[config.mk]
export PLATFORM = sky130hd
export DESIGN_NAME = sram_bus_arbiter
export DESIGN_NICKNAME = d
export VERILOG_FILES = /design/src/rtl/mycpu_pkg.sv /design/src/rtl/arb_owner_fifo.sv /design/src/rtl/sram_bus_arbiter.sv
export SDC_FILE = /design/constraint.sdc
export NUM_CORES = 1
export LEC_CHECK = 0
export BUFFER_PORTS_ARGS = -buffer_cell sky130_fd_sc_hd__buf_4
export CORE_AREA = 5 5 110 112
export DETAILED_ROUTE_END_ITERATION = 8
export DIE_AREA = 0 0 115 117
export GPL_TIMING_DRIVEN = 1
export HOLD_SLACK_MARGIN = 0.08
export PLACE_DENSITY = 0.57
export SYNTH_ARGS = -nofsm -noshare
export SYNTH_HDL_FRONTEND = slang
export SYNTH_SLANG_ARGS = --single-unit
[constraint.sdc]
create_clock -name clk -period 2.1 [get_ports clk]
set_input_delay 0.21 -clock clk [delete_from_list [all_inputs] [get_ports clk]]
set_output_delay 0.21 -clock clk [all_outputs]
set_load 0.005 [all_outputs]
[src/rtl/mycpu_pkg.sv]
// Shared encodings and SRAM-like bus widths for the CPU memory-side blocks.
// Used by sram_bus_arbiter and arb_owner_fifo.
package mycpu_pkg;

  localparam int ADDR_W = 32;
  localparam int DATA_W = 32;
  localparam int STRB_W = 4;
  localparam int SIZE_W = 2;

  localparam logic [SIZE_W-1:0] SIZE_WORD = 2'd2;

  typedef enum logic {
    OWN_INST = 1'b0,
    OWN_DATA = 1'b1
  } owner_e;

  typedef enum logic [1:0] {
    ST_IDLE   = 2'd0,
    ST_HOLD_I = 2'd1,
    ST_HOLD_D = 2'd2
  } arb_state_e;

  typedef struct packed {
    owner_e owner;
    logic   discard;
  } owner_entry_t;

  function automatic arb_state_e hold_state(input owner_e o);
    return (o == OWN_DATA) ? ST_HOLD_D : ST_HOLD_I;
  endfunction

endpackage

[src/rtl/arb_owner_fifo.sv]
// In-order owner FIFO: one {owner, discard} entry per accepted address phase.
// discard_inst_i marks every stored inst entry so its return is absorbed.
module arb_owner_fifo
  import mycpu_pkg::*;
#(
  parameter int DEPTH = 2
) (
  input  logic                           clk,
  input  logic                           resetn,
  input  logic                           push_i,
  input  owner_entry_t                   push_entry_i,
  input  logic                           pop_i,
  input  logic                           discard_inst_i,
  output owner_entry_t                   head_o,
  output logic                           empty_o,
  output logic                           full_o,
  output logic [$clog2(DEPTH+1)-1:0]     count_o
);

  localparam int PW = (DEPTH > 1) ? $clog2(DEPTH) : 1;
  localparam int CW = $clog2(DEPTH + 1);

  owner_entry_t    entry_q [DEPTH];
  logic [PW-1:0]   wr_ptr_q;
  logic [PW-1:0]   rd_ptr_q;
  logic [CW-1:0]   count_q;
  logic            push_ok;
  logic            pop_ok;

  function automatic logic [PW-1:0] ptr_inc(input logic [PW-1:0] p);
    return (p == PW'(DEPTH - 1)) ? '0 : p + PW'(1);
  endfunction

  assign empty_o = (count_q == '0);
  assign full_o  = (count_q == CW'(DEPTH));
  assign count_o = count_q;
  assign head_o  = entry_q[rd_ptr_q];

  // A pop on an empty FIFO is a stray return and is dropped here.
  assign push_ok = push_i && !full_o;
  assign pop_ok  = pop_i && !empty_o;

  always_ff @(posedge clk or negedge resetn) begin
    if (!resetn) begin
      wr_ptr_q <= '0;
      rd_ptr_q <= '0;
      count_q  <= '0;
      for (int i = 0; i < DEPTH; i++) begin
        entry_q[i] <= '{owner: OWN_INST, discard: 1'b0};
      end
    end else begin
      if (discard_inst_i) begin
        for (int i = 0; i < DEPTH; i++) begin
          if (entry_q[i].owner == OWN_INST) begin
            entry_q[i].discard <= 1'b1;
          end
        end
      end
      if (push_ok) begin
        entry_q[wr_ptr_q] <= push_entry_i;
        wr_ptr_q          <= ptr_inc(wr_ptr_q);
      end
      if (pop_ok) begin
        rd_ptr_q <= ptr_inc(rd_ptr_q);
      end
      unique case ({push_ok, pop_ok})
        2'b10:   count_q <= count_q + CW'(1);
        2'b01:   count_q <= count_q - CW'(1);
        default: count_q <= count_q;
      endcase
    end
  end

endmodule

[src/rtl/sram_bus_arbiter.sv]
// Shares one SRAM-like port between inst fetch and data requesters, routing returns in order.
// ARB_ROUND_ROBIN_EN selects round-robin instead of data-first arbitration in IDLE.
module sram_bus_arbiter
  import mycpu_pkg::*;
#(
  parameter int MAX_OUTST = 2
) (
  input  logic              clk,
  input  logic              resetn,
  input  logic              inst_req,
  input  logic [ADDR_W-1:0] inst_addr,
  output logic              inst_addr_ok,
  output logic              inst_data_ok,
  output logic [DATA_W-1:0] inst_rdata,
  input  logic              inst_cancel,
  input  logic              data_req,
  input  logic              data_wr,
  input  logic [SIZE_W-1:0] data_size,
  input  logic [ADDR_W-1:0] data_addr,
  input  logic [STRB_W-1:0] data_wstrb,
  input  logic [DATA_W-1:0] data_wdata,
  output logic              data_addr_ok,
  output logic              data_data_ok,
  output logic [DATA_W-1:0] data_rdata,
  output logic              mem_req,
  output logic              mem_wr,
  output logic [SIZE_W-1:0] mem_size,
  output logic [ADDR_W-1:0] mem_addr,
  output logic [STRB_W-1:0] mem_wstrb,
  output logic [DATA_W-1:0] mem_wdata,
  input  logic              mem_addr_ok,
  input  logic              mem_data_ok,
  input  logic [DATA_W-1:0] mem_rdata,
  output logic [1:0]        dbg_state_o,
  output logic [2:0]        dbg_count_o
);

  localparam int CW = $clog2(MAX_OUTST + 1);

  // Handshake: an address phase transfers on the cycle where req && addr_ok are both high;
  // a requester keeps req and its payload stable until it sees its addr_ok. Returns are
  // single-cycle data_ok pulses, delivered in acceptance order, with no back-pressure.

  arb_state_e   state_q;
  owner_e       win_owner;
  logic         win_valid;
  logic         accept;
  logic         fifo_full;
  logic         fifo_empty;
  logic [CW-1:0] fifo_count;
  owner_entry_t head;
  owner_entry_t push_entry;
  logic         ret_valid;

`ifdef ARB_ROUND_ROBIN_EN
  owner_e       last_q;
`endif

  always_comb begin
    win_valid = 1'b0;
    win_owner = OWN_INST;
    unique case (state_q)
      ST_HOLD_I: begin
        win_valid = inst_req;
        win_owner = OWN_INST;
      end
      ST_HOLD_D: begin
        win_valid = data_req;
        win_owner = OWN_DATA;
      end
      default: begin
        win_valid = inst_req || data_req;
`ifdef ARB_ROUND_ROBIN_EN
        if (inst_req && data_req) begin
          win_owner = (last_q == OWN_DATA) ? OWN_INST : OWN_DATA;
        end else begin
          win_owner = data_req ? OWN_DATA : OWN_INST;
        end
`else
        // Data first: it belongs to an older instruction, so MEM never starves behind IF.
        win_owner = data_req ? OWN_DATA : OWN_INST;
`endif
      end
    endcase
  end

  // Gated on the registered count only, so data_ok never feeds back into req.
  assign mem_req = win_valid && !fifo_full;
  assign accept  = mem_req && mem_addr_ok;

  always_comb begin
    mem_wr    = 1'b0;
    mem_size  = '0;
    mem_addr  = '0;
    mem_wstrb = '0;
    mem_wdata = '0;
    if (win_valid) begin
      if (win_owner == OWN_DATA) begin
        mem_wr    = data_wr;
        mem_size  = data_size;
        mem_addr  = data_addr;
        mem_wstrb = data_wstrb;
        mem_wdata = data_wdata;
      end else begin
        mem_size  = SIZE_WORD;
        mem_addr  = inst_addr;
      end
    end
  end

  assign inst_addr_ok = accept && (win_owner == OWN_INST);
  assign data_addr_ok = accept && (win_owner == OWN_DATA);

  assign push_entry.owner   = win_owner;
  assign push_entry.discard = (win_owner == OWN_INST) && inst_cancel;

  arb_owner_fifo #(
    .DEPTH(MAX_OUTST)
  ) u_owner_fifo (
    .clk           (clk),
    .resetn        (resetn),
    .push_i        (accept),
    .push_entry_i  (push_entry),
    .pop_i         (mem_data_ok),
    .discard_inst_i(inst_cancel),
    .head_o        (head),
    .empty_o       (fifo_empty),
    .full_o        (fifo_full),
    .count_o       (fifo_count)
  );

  assign ret_valid    = mem_data_ok && !fifo_empty;
  assign data_data_ok = ret_valid && (head.owner == OWN_DATA);
  assign inst_data_ok = ret_valid && (head.owner == OWN_INST) && !head.discard && !inst_cancel;
  assign inst_rdata   = mem_rdata;
  assign data_rdata   = mem_rdata;

  assign dbg_state_o = state_q;
  assign dbg_count_o = 3'(fifo_count);

  always_ff @(posedge clk or negedge resetn) begin
    if (!resetn) begin
      state_q <= ST_IDLE;
`ifdef ARB_ROUND_ROBIN_EN
      last_q  <= OWN_INST;
`endif
    end else begin
      unique case (state_q)
        ST_IDLE: begin
          if (win_valid && !accept) begin
            state_q <= hold_state(win_owner);
          end
        end
        ST_HOLD_I, ST_HOLD_D: begin
          if (accept) begin
            state_q <= ST_IDLE;
          end
        end
        default: state_q <= ST_IDLE;
      endcase
`ifdef ARB_ROUND_ROBIN_EN
      if (accept) begin
        last_q <= win_owner;
      end
`endif
    end
  end

endmodule

==> results_dict.tcl <==
set metrics [dict create \
    insertion_delay_ns 0.24 \
    port-buffer-count 189 \
    crit_path_start_kind "register" \
    layout_setup_ws_ns -0.01974 \
    syn_area_per_cell_um2 6.701 \
    yosys.area.top_type "buf_4" \
    synth_edf_count 0 \
    drv_cap 0 \
    worst_ir_drop_vdd_mv 1.017 \
    synthesis.area_mm2 0.001903 \
    yosys-top-cells-area "buf_4 27%, nand2_1 13%, dfrtp_1 13%, and2_1 13%, a21oi_1 11%" \
    fin_cells 565 \
    ys_async_sr_fraction_pct 100.0 \
    cts_buffers 3 \
    rsz0062_at_grt "yes" \
    path_clk_slew_ns 0.04 \
    first_pass_iters 4 \
    final_area_mm2 0.003702 \
    reg2reg_depth 7 \
    yosys_warnings 0 \
    num_rows 39 \
    start_util_pct 17.11 \
    fin_crit_sh_pct 100.9 \
    area_growth_pct 94.54 \
    overflow 0 \
    status "finished, violations left" \
    use_met2_pct 18.13 \
    antenna_cells 0 \
    synth_cells 284 \
    die_area_mm2 0.01346 \
    ios 287 \
    drtIter0Drc 65 \
    drive_gt1_share_pct 67.06 \
    crit_path_end_kind "primary output" \
    die_h_um 117 \
    p_per_area_mw_per_mm2 1739 \
    utilization_pct 33.28 \
    antenna_found_initial 1 \
    clockBufferDepth 2 \
    synth_ff_type "dfrtp_1" \
    routedWlPerCell_um 17.21 \
    power.switching_mw 2.789 \
    core_area_mm2 0.01113 \
    drv_slew 0 \
    syn_nets 430 \
    p_comb_share_pct 88.2 \
    viasPerCell 4.099 \
    placed_cell_area_mm2 0.003033 \
    place_congestion 0.7556 \
    clock-sinks 10 \
    dp.cells 545 \
    seqPwrFrac_pct 5.9 \
    cts_tree "done" \
    min_path_cells 3 \
    hold_viol 0 \
    leakagePower_nw 1.824 \
    reg2reg_from "dbg_state_o[1]" \
    drc 0 \
    worstPathRequired_ns 1.89 \
    grt_pass1_vias 2155 \
    grt_use_met3_pct 1.954 \
    r2r_slack_ns 0.31 \
    cts-root-buf "clkbuf_16" \
    synth_cell_types 34 \
    grt_max_degree 39 \
    max_freq_mhz 471.8 \
    violations "negative setup slack" \
    nFillCells 1160 \
    met1_usage_pct 13.15 \
    swShare_pct 43.33 \
    r2r_end "u_owner_fifo.count_o[1]" \
    skew_ns 0.002069 \
    critPathArrivalTime_ns 1.91 \
    ant_nets 0 \
    layout_commonest_cell "buf_4" \
    p_int_mw 3.648 \
    tns_ns -0.03440 \
    die_width_um 115 \
    worstPathMaxFanout 8 \
    hp-start "inst_cancel" \
    grt_pass1_wl_mm 11.52 \
    h-tree-depth 1 \
    track_usage_pct 10.76 \
    num_vias 2316 \
    hold-worst-slack_ns 0.2673 \
    final_cell_mix "190 x buf_4, 51 x nand2_1, 39 x and2_1" \
    routed_wirelength_mm 9.723 \
    grt-busiest-layer "met2" \
    synth.top_cell.area_share_pct 27.22 \
    ys_seq_elements 10 \
    setup_violations 4 \
    p_clk_share_pct 5.9 \
    nNetsFinal 569 \
    seq_area_frac_synth_pct 13.15 \
    worstHoldPathType "input pin to register" \
    dpl.hpwl_mm 6.530 \
    period_minus_slack_ns 2.120 \
    whs_endpoint "u_owner_fifo.entry_q[2]" \
    critPathKind "register to primary output" \
]
==> Yosys cell counts, types with 2 or more instances <==
| library cell | count |
|---|---|
| buf_4 | 69 |
| nand2_1 | 68 |
| a21oi_1 | 41 |
| and2_1 | 39 |
| dfrtp_1 | 10 |
| inv_1 | 7 |
| nor2_1 | 7 |
| buf_2 | 4 |
| buf_6 | 4 |
| ha_1 | 4 |
| xnor2_1 | 4 |
| clkbuf_2 | 2 |
| mux2i_1 | 2 |
| o21ai_0 | 2 |
| o22ai_1 | 2 |
==> worst max path at each step <==
stage	startpoint	to	depth (start not counted)
3_5_place_dp	dbg_state_o[0]	mem_addr[18]	8
4_1_cts	dbg_state_o[1]	mem_addr[18]	7
6_report	dbg_state_o[1]	mem_addr[6]	8
2_1_floorplan	dbg_state_o[1]	u_owner_fifo.count_o[1]	8
3_3_place_gp	dbg_state_o[1]	mem_addr[14]	8
5_1_grt	dbg_state_o[1]	mem_addr[6]	8
==> critical path: stages, from the launching register on <==
cell       delay [ns]
dfrtp_1          0.39
inv_2            0.11
ha_4             0.25
nor2b_4          0.16
a21o_4           0.21
clkbuf_16        0.19
nand2_1          0.08
a21oi_2          0.14
buf_4            0.12
==> through the flow <==
step           total power [mW]  setup WS [ns]
6_report                  6.437       -0.01974
5_1_grt                   6.909        -0.1082
4_1_cts                   5.043       -0.02080
3_5_place_dp              4.203         0.1433
3_3_place_gp              4.151         0.1385
2_1_floorplan             2.429         0.1122
==> cell families after synthesis <==
| group | after synthesis | share of synthesized area [%] |
|---|---|---|
| AOI/OAI and AO/OA | 54 | 17.09 |
| xor gates and xnor gates | 5 | 2.301 |
| adders and majority gates | 4 | 2.630 |
| buffers and inverters | 87 | 32.74 |
| DFF | 10 | 13.15 |
| muxes | 3 | 1.644 |
| other | 1 | 0.1970 |
| and+or+nand+nor | 120 | 30.24 |
==> repair_timing <==
item | CTS | global route
cloned | 2 | 7
pin swaps | 1 | 34
endpoints found under the setup margin | 74 | 36
hold endpoints to repair | 10 | 0
gates resized for setup | 9 | 71
hold buffers | 1 | 0
setup buffers | 0 | 6
==> flip-flops by register name, indices dropped and copies added (netlist names) <==
signal,flops
u_owner_fifo.entry_q,4
dbg_state_o,2
u_owner_fifo.count_o,2
u_owner_fifo.rd_ptr_q,1
u_owner_fifo.wr_ptr_q,1
==> layer usage <==
metal  vias to the layer above  part of all wire (%)  wire length, um
li1                       1114                     -                -
met1                      1060                    38             3647
met2                        99                    51             4987
met3                        43                   7.1              695
met4                         0                   4.0              393
met5                         -                     0                0
==> power by group through the flow <==
stage	registers (mW)	clock network, mW	logic [mW]
6_report	0.377	0.383	5.68
5_1_grt	0.391	0.395	6.12
4_1_cts	0.374	0.384	4.28
3_5_place_dp	0.373	0	3.83
3_3_place_gp	0.370	0	3.78
2_1_floorplan	0.372	0	2.06
==> layout make-up <==
| class | instances | area, um2 | area share (%) |
|---|---|---|---|
| Clock buffer | 4 | 88.84 | 2.399 |
| Tap cell | 143 | 178.9 | 4.833 |
| Multi-Input combinational cell | 187 | 1294 | 34.94 |
| Timing Repair Buffer | 214 | 1864 | 50.35 |
| Sequential cell | 10 | 250.2 | 6.759 |
| Inverter | 7 | 26.28 | 0.7097 |
Power figures use the tool's default switching activity.
